`config.mk`:
```
export PLATFORM = sky130hd
export DESIGN_NAME = pipelined_gpk_adder
export DESIGN_NICKNAME = d
export VERILOG_FILES = /design/src/rtl/gpk_pkg.sv /design/src/rtl/gpk_level.sv /design/src/rtl/pipelined_gpk_adder.sv
export SDC_FILE = /design/constraint.sdc
export NUM_CORES = 1
export LEC_CHECK = 0
export CAP_MARGIN = 25
export CORE_UTILIZATION = 52
export DETAILED_ROUTE_END_ITERATION = 8
export PLACE_DENSITY = 0.81
export SLEW_MARGIN = 20
export SYNTH_ARGS = -nofsm -noshare
export SYNTH_HDL_FRONTEND = slang
export SYNTH_SLANG_ARGS = --single-unit
```
`constraint.sdc`:
```
create_clock -name clk -period 1.5 [get_ports clk]
set_input_delay 0.45 -clock clk [delete_from_list [all_inputs] [get_ports clk]]
set_output_delay 0.45 -clock clk [all_outputs]
set_load 0.01 [all_outputs]
```
`src/rtl/gpk_pkg.sv`:
```
// Shared generate/propagate/kill types and helpers for the prefix adder.
package gpk_pkg;

    // Per-position carry status. Encoding 2'b10 is illegal and never produced.
    typedef logic [1:0] gpk_t;

    localparam gpk_t GPK_K = 2'b00;
    localparam gpk_t GPK_P = 2'b01;
    localparam gpk_t GPK_G = 2'b11;

    // Prefix operator: a propagating upper span defers to the lower span.
    function automatic gpk_t gpk_combine(input gpk_t upper, input gpk_t lower);
        return (upper == GPK_P) ? lower : upper;
    endfunction

    // Single-bit GPK from operand bits: {a&b, a|b} yields K=00, P=01, G=11.
    function automatic gpk_t gpk_encode(input logic a, input logic b);
        return {a & b, a | b};
    endfunction

    // Ceiling log2 for elaboration-time sizing.
    function automatic int clog2(input int value);
        int r;
        r = 0;
        while ((1 << r) < value) r++;
        return r;
    endfunction

endpackage

```
`src/rtl/gpk_level.sv`:
```
// One registered Kogge-Stone prefix level: position j combines with j-DIST.
// Index 0 of the GPK vector is the carry-in (bit position -1).
module gpk_level
    import gpk_pkg::*;
#(
    parameter int WIDTH = 8,
    parameter int DIST  = 1
) (
    input  logic             clk,
    input  logic             reset,
    input  logic             en,
    input  logic             in_valid,
    input  gpk_t [WIDTH:0]   in_gpk,
    input  logic [WIDTH-1:0] in_half,
    output logic             out_valid,
    output gpk_t [WIDTH:0]   out_gpk,
    output logic [WIDTH-1:0] out_half
);

    gpk_t [WIDTH:0] next_gpk;

    for (genvar j = 0; j <= WIDTH; j++) begin : g_pos
        if (j >= DIST) begin : g_comb
            assign next_gpk[j] = gpk_combine(in_gpk[j], in_gpk[j-DIST]);
        end else begin : g_pass
            assign next_gpk[j] = in_gpk[j];
        end
    end

    // Stage valid bit: cleared asynchronously, advances with the global enable.
    // NOTE: sequential state uses non-blocking assignments so every flop samples pre-edge values.
    always_ff @(posedge clk or posedge reset) begin
        if (reset) begin
            out_valid <= 1'b0;
        end else if (en) begin
            out_valid <= in_valid;
        end
    end

    // Prefix payload; its content is ignored whenever out_valid is low.
    // NOTE: payload registers are deliberately not reset; the valid bit alone qualifies them.
    always_ff @(posedge clk) begin
        if (en) begin
            out_gpk  <= next_gpk;
            out_half <= in_half;
        end
    end

endmodule

```
`src/rtl/pipelined_gpk_adder.sv`:
```
// Streaming pipelined GPK prefix adder/subtractor with carry-out and signed overflow.
// Pipeline: stage 0 (operand prep), log2(WIDTH) prefix levels, registered result.
module pipelined_gpk_adder
    import gpk_pkg::*;
#(
    parameter int WIDTH = 8
) (
    input  logic             clk,
    input  logic             reset,
    input  logic             in_valid,
    output logic             in_ready,
    input  logic [WIDTH-1:0] in_a,
    input  logic [WIDTH-1:0] in_b,
    input  logic             in_cin,
    input  logic             in_sub,
    output logic             out_valid,
    input  logic             out_ready,
    output logic [WIDTH-1:0] out_sum,
    output logic             out_cout,
    output logic             out_ovf
);

    localparam int LEVELS = clog2(WIDTH);

    logic                          en;
    logic [WIDTH-1:0]              b_eff;
    logic                          c0;
    gpk_t [WIDTH:0]                init_gpk;
    logic [WIDTH-1:0]              init_half;

    logic                          s0_valid;
    gpk_t [WIDTH:0]                s0_gpk;
    logic [WIDTH-1:0]              s0_half;

    logic [LEVELS:0]               lvl_valid;
    gpk_t [LEVELS:0][WIDTH:0]      lvl_gpk;
    logic [LEVELS:0][WIDTH-1:0]    lvl_half;

    gpk_t [WIDTH:0]                fin_gpk;
    logic [WIDTH-1:0]              fin_half;
    gpk_t                          top_span;
    logic                          carry_msb;
    logic [WIDTH-1:0]              next_sum;
    logic                          next_cout;
    logic                          next_ovf;

    // Global stall: everything advances only when the output slot is free or draining.
    assign en       = !out_valid || out_ready;
    assign in_ready = en;

    // Operand preparation and per-bit GPK encoding; slot 0 holds the carry-in.
    always_comb begin
        b_eff       = in_sub ? ~in_b : in_b;
        c0          = in_sub | in_cin;
        init_half   = in_a ^ b_eff;
        init_gpk[0] = c0 ? GPK_G : GPK_K;
        for (int i = 0; i < WIDTH; i++) begin
            init_gpk[i+1] = gpk_encode(in_a[i], b_eff[i]);
        end
    end

    // Stage 0 valid bit.
    always_ff @(posedge clk or posedge reset) begin
        if (reset) begin
            s0_valid <= 1'b0;
        end else if (en) begin
            s0_valid <= in_valid;
        end
    end

    // Stage 0 payload.
    always_ff @(posedge clk) begin
        if (en) begin
            s0_gpk  <= init_gpk;
            s0_half <= init_half;
        end
    end

    assign lvl_valid[0] = s0_valid;
    assign lvl_gpk[0]   = s0_gpk;
    assign lvl_half[0]  = s0_half;

    for (genvar k = 0; k < LEVELS; k++) begin : g_level
        gpk_level #(
            .WIDTH (WIDTH),
            .DIST  (1 << k)
        ) u_level (
            .clk       (clk),
            .reset     (reset),
            .en        (en),
            .in_valid  (lvl_valid[k]),
            .in_gpk    (lvl_gpk[k]),
            .in_half   (lvl_half[k]),
            .out_valid (lvl_valid[k+1]),
            .out_gpk   (lvl_gpk[k+1]),
            .out_half  (lvl_half[k+1])
        );
    end

    assign fin_gpk  = lvl_gpk[LEVELS];
    assign fin_half = lvl_half[LEVELS];

    // Carry extraction and result forming; bubbles produce all-zero results.
    // The top position's span after log2(WIDTH) levels reaches bit 0 but not the
    // carry-in slot, so the carry-in is folded in here for the carry-out.
    // NOTE: every always_comb output gets a default first so no path can infer a latch.
    always_comb begin
        next_sum  = '0;
        next_cout = 1'b0;
        next_ovf  = 1'b0;
        carry_msb = 1'b0;
        top_span  = gpk_combine(fin_gpk[WIDTH], fin_gpk[0]);
        if (lvl_valid[LEVELS]) begin
            for (int i = 0; i < WIDTH; i++) begin
                next_sum[i] = fin_half[i] ^ (fin_gpk[i] == GPK_G);
            end
            carry_msb = (fin_gpk[WIDTH-1] == GPK_G);
            next_cout = (top_span == GPK_G);
            next_ovf  = carry_msb ^ next_cout;
        end
    end

    // Output register: fully reset so idle outputs read zero.
    always_ff @(posedge clk or posedge reset) begin
        if (reset) begin
            out_valid <= 1'b0;
            out_sum   <= '0;
            out_cout  <= 1'b0;
            out_ovf   <= 1'b0;
        end else if (en) begin
            out_valid <= lvl_valid[LEVELS];
            out_sum   <= next_sum;
            out_cout  <= next_cout;
            out_ovf   <= next_ovf;
        end
    end

endmodule

```
After elaboration in Yosys (flattened, before gate mapping)

Cells that the tools add are included.

Bitwise gates (word level): 28
Mux-type cells: 26
Reductions and logical operators: 2
Eq/ne operators: 30

Operators by type and width:

| kind                                                                   | number |
|---|---|
| 2-bit 2-to-1 mux                                                       | 22 |
| 2-bit by 1-bit equality test with 1-bit output (second input constant) | 21 |
| 2-bit equality test (second input constant)                            | 9 |
| 8-bit 2-to-1 mux                                                       | 2 |
| 1-bit OR                                                               | 9 |
| 1-bit XOR                                                              | 9 |
| 1-bit AND                                                              | 8 |
| 8-bit NOT                                                              | 1 |
| 8-bit XOR                                                              | 1 |
| 1-bit 2-to-1 mux                                                       | 2 |
| 1-bit zero test                                                        | 1 |
| 1-bit logical OR                                                       | 1 |

Word-level logic and storage cells: 134
Bits of input ports: 22
Register bits after elaboration: 119

Logic depth before layout (Yosys ltp)

Depth after elaboration: 5
Gate-level depth with buffers: 5

By module

From an unflattened synthesis, not the netlist that was laid out.

Cell total of the unflattened synthesis: 264
Area, all modules: 4,468.0 um^2

Modules (own cells, without submodules):

| module                         | sequential area each (um^2) | area an instance (um^2) | instances | cells each |
|---|---|---|---|---|
| pipelined_gpk_adder            | 1,051.0                     | 1,694.1                 | 1         | 137 |
| gpk_level (g_level[0].u_level) | 805.8                       | 944.7                   | 1         | 45 |
| gpk_level (g_level[1].u_level) | 805.8                       | 929.6                   | 1         | 43 |
| gpk_level (g_level[2].u_level) | 805.8                       | 899.6                   | 1         | 39 |

Least setup slack after synthesis

Ideal clock, no wire load.

Path kind: reg-to-output
From: register out_valid
To: output in_ready
Data required time: 1,050 ps
Arrival: 1,093 ps
Slack: -43 ps
Buffers on the path: 0
Stages on the path, launching flop included: 3
Path through: dfrtp_1 nor2b_4 inv_6

Word-level cells in the longest chain between the ends: 2

Ends and longest elaborated chain:

| item                   | line                       | source |
|---|---|---|
| start, declared        | pipelined_gpk_adder.sv:16  | `output logic out_valid,` |
| start signal, assigned | pipelined_gpk_adder.sv:131 | `out_valid <= lvl_valid[LEVELS];` |
| 1-bit zero test        | pipelined_gpk_adder.sv:48  | `assign en = !out_valid \|\| out_ready;` |
| 1-bit logical OR       | pipelined_gpk_adder.sv:48  |  |
| end, declared          | pipelined_gpk_adder.sv:11  | `output logic in_ready,` |

Every way passes these cells.

Worst setup path after layout

From: input out_ready
To: output in_ready

Word-level cells in the longest chain between the ends: 1

Ends and longest elaborated chain:

| item             | line                      | source |
|---|---|---|
| start, declared  | pipelined_gpk_adder.sv:17 | `input logic out_ready,` |
| 1-bit logical OR | pipelined_gpk_adder.sv:48 |  |

Every way passes these cells.

==> run_results.csv <==
group,metric,value,unit
run_status,status,"complete, but fails checks",
run_status,violations,"negative setup slack",
sta,period_needed,1713,ps
layout,final_core_util,67.79,%
routing,ant_nets,0,
worst_setup_path,endpoint_kind,"output pin",
worst_setup_path,slowest_stage,"clkdlybuf4s50_1",
layout,filler_cell_count,535,
die,die_w,94.02,µm
synth,synth_commonest_cells,"100 x edfxtp_1, 28 x nand2_1, 25 x inv_1",
synth,synth_top_area_share,68.20,%
worst_setup_path,critical_path_class,"input port to output pin",
routing,drt_iter0_drc,71,
clocking,cts_tree,"done",
layout,seq_area,0.003378,mm²
flow_run,maxCapViolations,0,
die,die_area,0.008839,mm²
placed_design,globalplace.congestion,0.7655,
synth,avgSynthCellArea,16.93,µm²
layout,drive_above_1_share,21.64,%
sta,rsz0062_at_grt,"true",
sta,clock.fmax,583.8,MHz
synth,yosysMostFrequentCell,"edfxtp_1",
synth,yosys-top-cells-area,"edfxtp_1 68%, dfrtp_1 8.5%, ha_1 4.5%, a21o_1 3.4%, o21a_1 3.4%",
sta,setup_viol,2,
clocking,clkSinkCount,115,
routing,wl_per_cell,12.81,µm
synth,synthArstFlopShare,13.04,%
synth,yosysSeqAreaShare,76.73,%
clocking,htreeDepth,4,
min_path,min_path_type,"input port to async pin",
sta,slew_violations,0,
layout,fin_area,0.005570,mm²
die,core_area,0.008217,mm²
synth,yosysUniqueCellTypes,18,
sta,worst_pin_slew,532.4,ps
layout,insertedDiodeCount,0,
power,p_per_area,2031,mW/mm²
grt,grt_pass1_vias,2146,
grt,grtUsageTotal,15.82,%
placed_design,placed_cells,409,
synth,ys.flop_type,"edfxtp_1",
synth,syn_inst,260,
clocking,cts.path.max_buffers,2,
placed_design,dpl_cell_area,0.004984,mm²
routing,routed_wl,5727,µm
synth,synth.net_count,298,
routing,viasPerCell,4.790,
power,total_power,11.31,mW
routing,drc,0,
sta,setup_ws,-213.1,ps
die,die_y,94.02,µm
sta,slew_headroom,64.47,%
grt,grt-ovfl-total,0,
worst_setup_path,crit_chain,"clkdlybuf4s50_1 > nor2b_4 > inv_8 > buf_6",
worst_setup_path,crit_family,"buffers and inverters",
synth,netlist_area,0.004403,mm²
grt,grt_pass1_wl,9770,µm
sta,hold_viol_final,0,
grt,antenna_found_initial,0,
synth,yosysWarnings,0,
grt,grt_max_degree,61,
worst_setup_path,cp.arrival,1260,ps
layout,layoutNonFillerInstCount,447,
die,placementRows,33,
sta,skew,3.784,ps
placed_design,dp_hpwl,3457,µm
synth,yosysTopAreaCell,"edfxtp_1",
synth,synth-seq-cells,115,
routing,drt-pass1-iter-count,4,
worst_setup_path,required,1050,ps
clocking,clkTransAtPathRegs,50,ps
worst_setup_path,start_kind,"input port",
routing,via_count,2141,
worst_setup_path,cp_num_buf_inv,3,
sta,hold_slack,298.4,ps
worst_setup_path,slowest_delay,440,ps
clocking,clkLatencyLatePin,500,ps
worst_setup_path,path_max_fanout,2,
clocking,cts-buffers-inserted,17,
die,io_pins,34,
power,ir_drop,1003,µV
layout,multi_input_area,903.4,µm²
layout,area_growth,26.51,%
power,p_leak,2.305,nW
placed_design,io_buffers,33,
synth,synth_enable_flop_cells,100,
die,start_util,53.59,%
clocking,cts_root_buf,"clkbuf_8",
layout,final_nets,368,
sta,post-route-period-util,114.2,%
-- worst paths after layout --
check | depth (start not counted) | slack, ps | startpoint | end
hold / removal | 2 | 300 | reset | out_sum[2]$_DFFE_PP0P_
hold reg to reg | 0 | 420 | g_level[0].u_level.out_half[6]$_DFFE_PP_ | g_level[1].u_level.out_half[6]$_DFFE_PP_
setup reg to reg | 6 | 130 | out_valid$_DFFE_PP0P_ | out_ovf$_DFFE_PP0P_
max in group asynchronous | 2 | 850 | reset | out_ovf$_DFFE_PP0P_
setup / recovery | 4 | -210 | out_ready | in_ready
min in group clk | 0 | 420 | g_level[0].u_level.out_half[6]$_DFFE_PP_ | g_level[1].u_level.out_half[6]$_DFFE_PP_
-- cell families after synthesis --
| logic type | synth area share, % |
|---|---|
| AND/OR/NAND/NOR | 3.581 |
| adder cells (fa/ha/maj) | 4.547 |
| XOR/XNOR | 3.382 |
| AO/OA/AOI/OAI | 9.008 |
| flip-flops | 76.73 |
| buffers and inverters | 2.757 |
-- power breakdown --
group / switching [mW] / total, mW / internal, mW / leakage, nW
Combinational: 0.953 / 1.80 / 0.851 / 0.827
Clock: 1.25 / 3.90 / 2.65 / 0.283
Sequential: 0.564 / 5.61 / 5.05 / 1.20
Total: 2.77 / 11.3 / 8.54 / 2.30
-- sequential cells by signal (all words and copies together) (netlist names), 3 cells and up --
register and count:
g_level.u_level.out_gpk 51, out_sum 8, g_level.u_level.out_valid 3, lvl_gpk 17, g_level.u_level.out_half 24, s0_half 8
-- layout by cell type, fill, tap and decap left out --
| cell type | instances |
|---|---|
| nand2_2 | 1 |
| xor2_1 | 8 |
| xnor2_1 | 9 |
| dlygate4sd2_1 | 1 |
| bufinv_16 | 4 |
| o21a_1 | 20 |
| or2_2 | 1 |
| ha_1 | 16 |
| buf_12 | 3 |
| nand2_8 | 1 |
| clkdlybuf4s50_1 | 21 |
| buf_6 | 1 |
| clkinv_2 | 4 |
| inv_1 | 25 |
| clkinv_1 | 3 |
| nor2b_4 | 1 |
| clkbuf_8 | 1 |
| inv_8 | 1 |
| clkinvlp_4 | 2 |
| buf_4 | 17 |
| nand2b_1 | 1 |
| dfrtp_1 | 15 |
| buf_2 | 10 |
| a21o_1 | 20 |
| clkbuf_1 | 1 |
| o21ai_2 | 11 |
| edfxtp_1 | 100 |
| clkbuf_16 | 16 |
| nand2_1 | 28 |
-- layout make-up --
type | instances | share of cell area (%)
Clock inverter | 13 | 2.987
Inverter | 26 | 1.887
Timing Repair Buffer | 53 | 8.401
Clock buffer | 18 | 7.502
Sequential cell | 115 | 60.65
Multi-Input combinational cell | 117 | 16.22
Tap cell | 105 | 2.358
-- stage by stage --
stage | setup WS, ps | setup TNS [ps]
after floorplan | 69.37 | 0
after global placement | -571.1 | -43290
after CTS | -223.1 | -363.3
final | -213.1 | -310.0
after global routing | -269.5 | -559.5
after detailed placement | -562.3 | -44180
-- metal layers --
layer,vias up,wire length [µm],GRT usage [%]
met4,0,84,8.462
li1,1072,-,-
met2,47,3061,26.40
met3,9,249,6.796
met5,-,0,0
met1,1013,2331,16.94
-- repair_timing --
item / 4_1_cts / 5_1_grt
setup buffers: 1 / 6
cloned: 0 / 0
gates resized for setup: 46 / 0
hold buffers: 0 / 0
endpoints found under the setup margin: 12 / 12
Note: power is estimated with default switching activity, not from simulation.
==> patch: new RTL, config.mk and constraints unchanged <==
`WIDTH` is set to 8 in 2 places; all go to 10.
--- a/src/rtl/gpk_level.sv
+++ b/src/rtl/gpk_level.sv
@@ -5,3 +5,3 @@
 #(
-    parameter int WIDTH = 8,
+    parameter int WIDTH = 10,
     parameter int DIST  = 1
--- a/src/rtl/pipelined_gpk_adder.sv
+++ b/src/rtl/pipelined_gpk_adder.sv
@@ -5,3 +5,3 @@
 #(
-    parameter int WIDTH = 8
+    parameter int WIDTH = 10
 ) (
Ports: changed (resized in_a, in_b and out_sum); port bits go from 34 to 40. No check against the original RTL was run, so the function may have changed too.
==> patch against the unedited design <==
- sequential cell count grew 58
- the run still ends with setup timing left
- highest routed layer unchanged
- hold slack improved by 0.066 ns
- worst setup slack improved by 0.056 ns
- die area is 45% higher
- power grew 38%
- wire length increased by 48%
- area after synthesis grew 46%
- global-route usage down 0.98 points
- design area up 40%
- largest cell class unchanged
==> patch: results (changes against the unedited design) <==
stage	metric	value	unit	change
clocking	worst_skew_pair.late_latency	0.41	ns	-0.09 ns
timing	timing.hold.ws	0.364	ns	+0.0656 ns
worst_setup_path	rr_worst_depth	4		-2
layout	largest_register_ffs	84		+65%
worst_setup_path	timing.setup.critical_path_class	reg2out		
status	outcome	finished, violations left		
worst_setup_path	reg2reg_setup_slack	0.04	ns	-0.09 ns
timing	fin_tns_setup	-0.235	ns	+0.0747 ns
worst_setup_path	reg2reg_to	g_level[2].u_level.out_gpk[6]		
timing	clock-skew-final	0.00683	ns	+0.00305 ns
drt	wl_met1	3520	µm	+51%
logic_synthesis	synth.yosys.seq_area_share	0.796		+0.0288
placed_design	place_congestion	0.814		+6.3%
logic_synthesis	compound_gate_fraction_of_synth_area	0.0839		-0.00618
timing	timing.final.ws_setup	-0.157	ns	+0.0562 ns
logic_synthesis	synth-adder-area-share	0.0390		-0.00644
placed_design	pre_cts_slack	-0.712	ns	-0.150 ns
layout	layout.nets	486		+32%
drt	met3_length	379	µm	+52%
power	ir_worst_vdd	0.00105	V	+4.2%
logic_synthesis	synth_area_leaders	edfxtp_1, dfrtp_1, ha_1		
clocking	clk_pin_slew	0.07	ns	+0.02 ns
power	power.switching_fraction	0.254		+0.00964
drt	initialDrtViolationCount	154		+120%
timing	tightest_slew	0.302	ns	-0.231 ns
power	powerSeq	8.70	mW	+55%
drt	detail_route.wl_per_cell	14.1	µm	+10%
timing	finalSetupViolCount	2		unchanged
placed_design	dpl_cell_area	0.00712	mm²	+43%
status	failed_checks	setup timing		
global_routing	grt_first_pass_wirelength	13800	µm	+42%
placed_design	number_of_cells_after_detailed_placement	559		+37%
logic_synthesis	post_synth.cell_area_avg	17.8	µm²	+4.9%
drt	drt-vias-per-instance	4.92		+2.7%
layout	drive_above_1_share	0.188		-0.0287
logic_synthesis	synth-async-reset-ratio	0.104		-0.0264
logic_synthesis	synth_cell_types	19		+1
drt	route.vias.total	2950		+38%
power	leakagePower	3.15	nW	+37%
logic_synthesis	synth_edf_count	155		+55%
drt	wl_met2	4410	µm	+44%
[patch: what timing repair did]
| item | in CTS | in global routing |
|---|---|---|
| gates resized for setup | 46 | 14 |
| pin swaps | 0 | 1 |
| setup endpoints to repair | 142 | 16 |
| endpoints found under the hold margin | 0 | 0 |
| buffers inserted | 4 | 4 |
| hold buffers | 0 | 0 |
| cloned | 1 | 1 |
[patch: layout make-up]
class / count / area, µm²
well taps: 147 / 184
flip-flops and latches: 173 / 5100
multi-input cells: 152 / 1160
repair buffers: 64 / 617
inverters: 32 / 136
fillers: 822 / 4200
clock inverters: 15 / 184
clock buffers: 17 / 425
[patch: layer usage]
layer | vias to the layer above | global-route usage
met4 | 0 | 0.0737
met3 | 15 | 0.0541
met2 | 67 | 0.258
met5 | - | 0
li1 | 1465 | -
met1 | 1403 | 0.160
[patch: critical path, stage by stage, from the launching register on]
cell and delay (ns):
dfrtp_1 0.34, nor2b_4 0.28, inv_16 0.04, buf_8 0.13
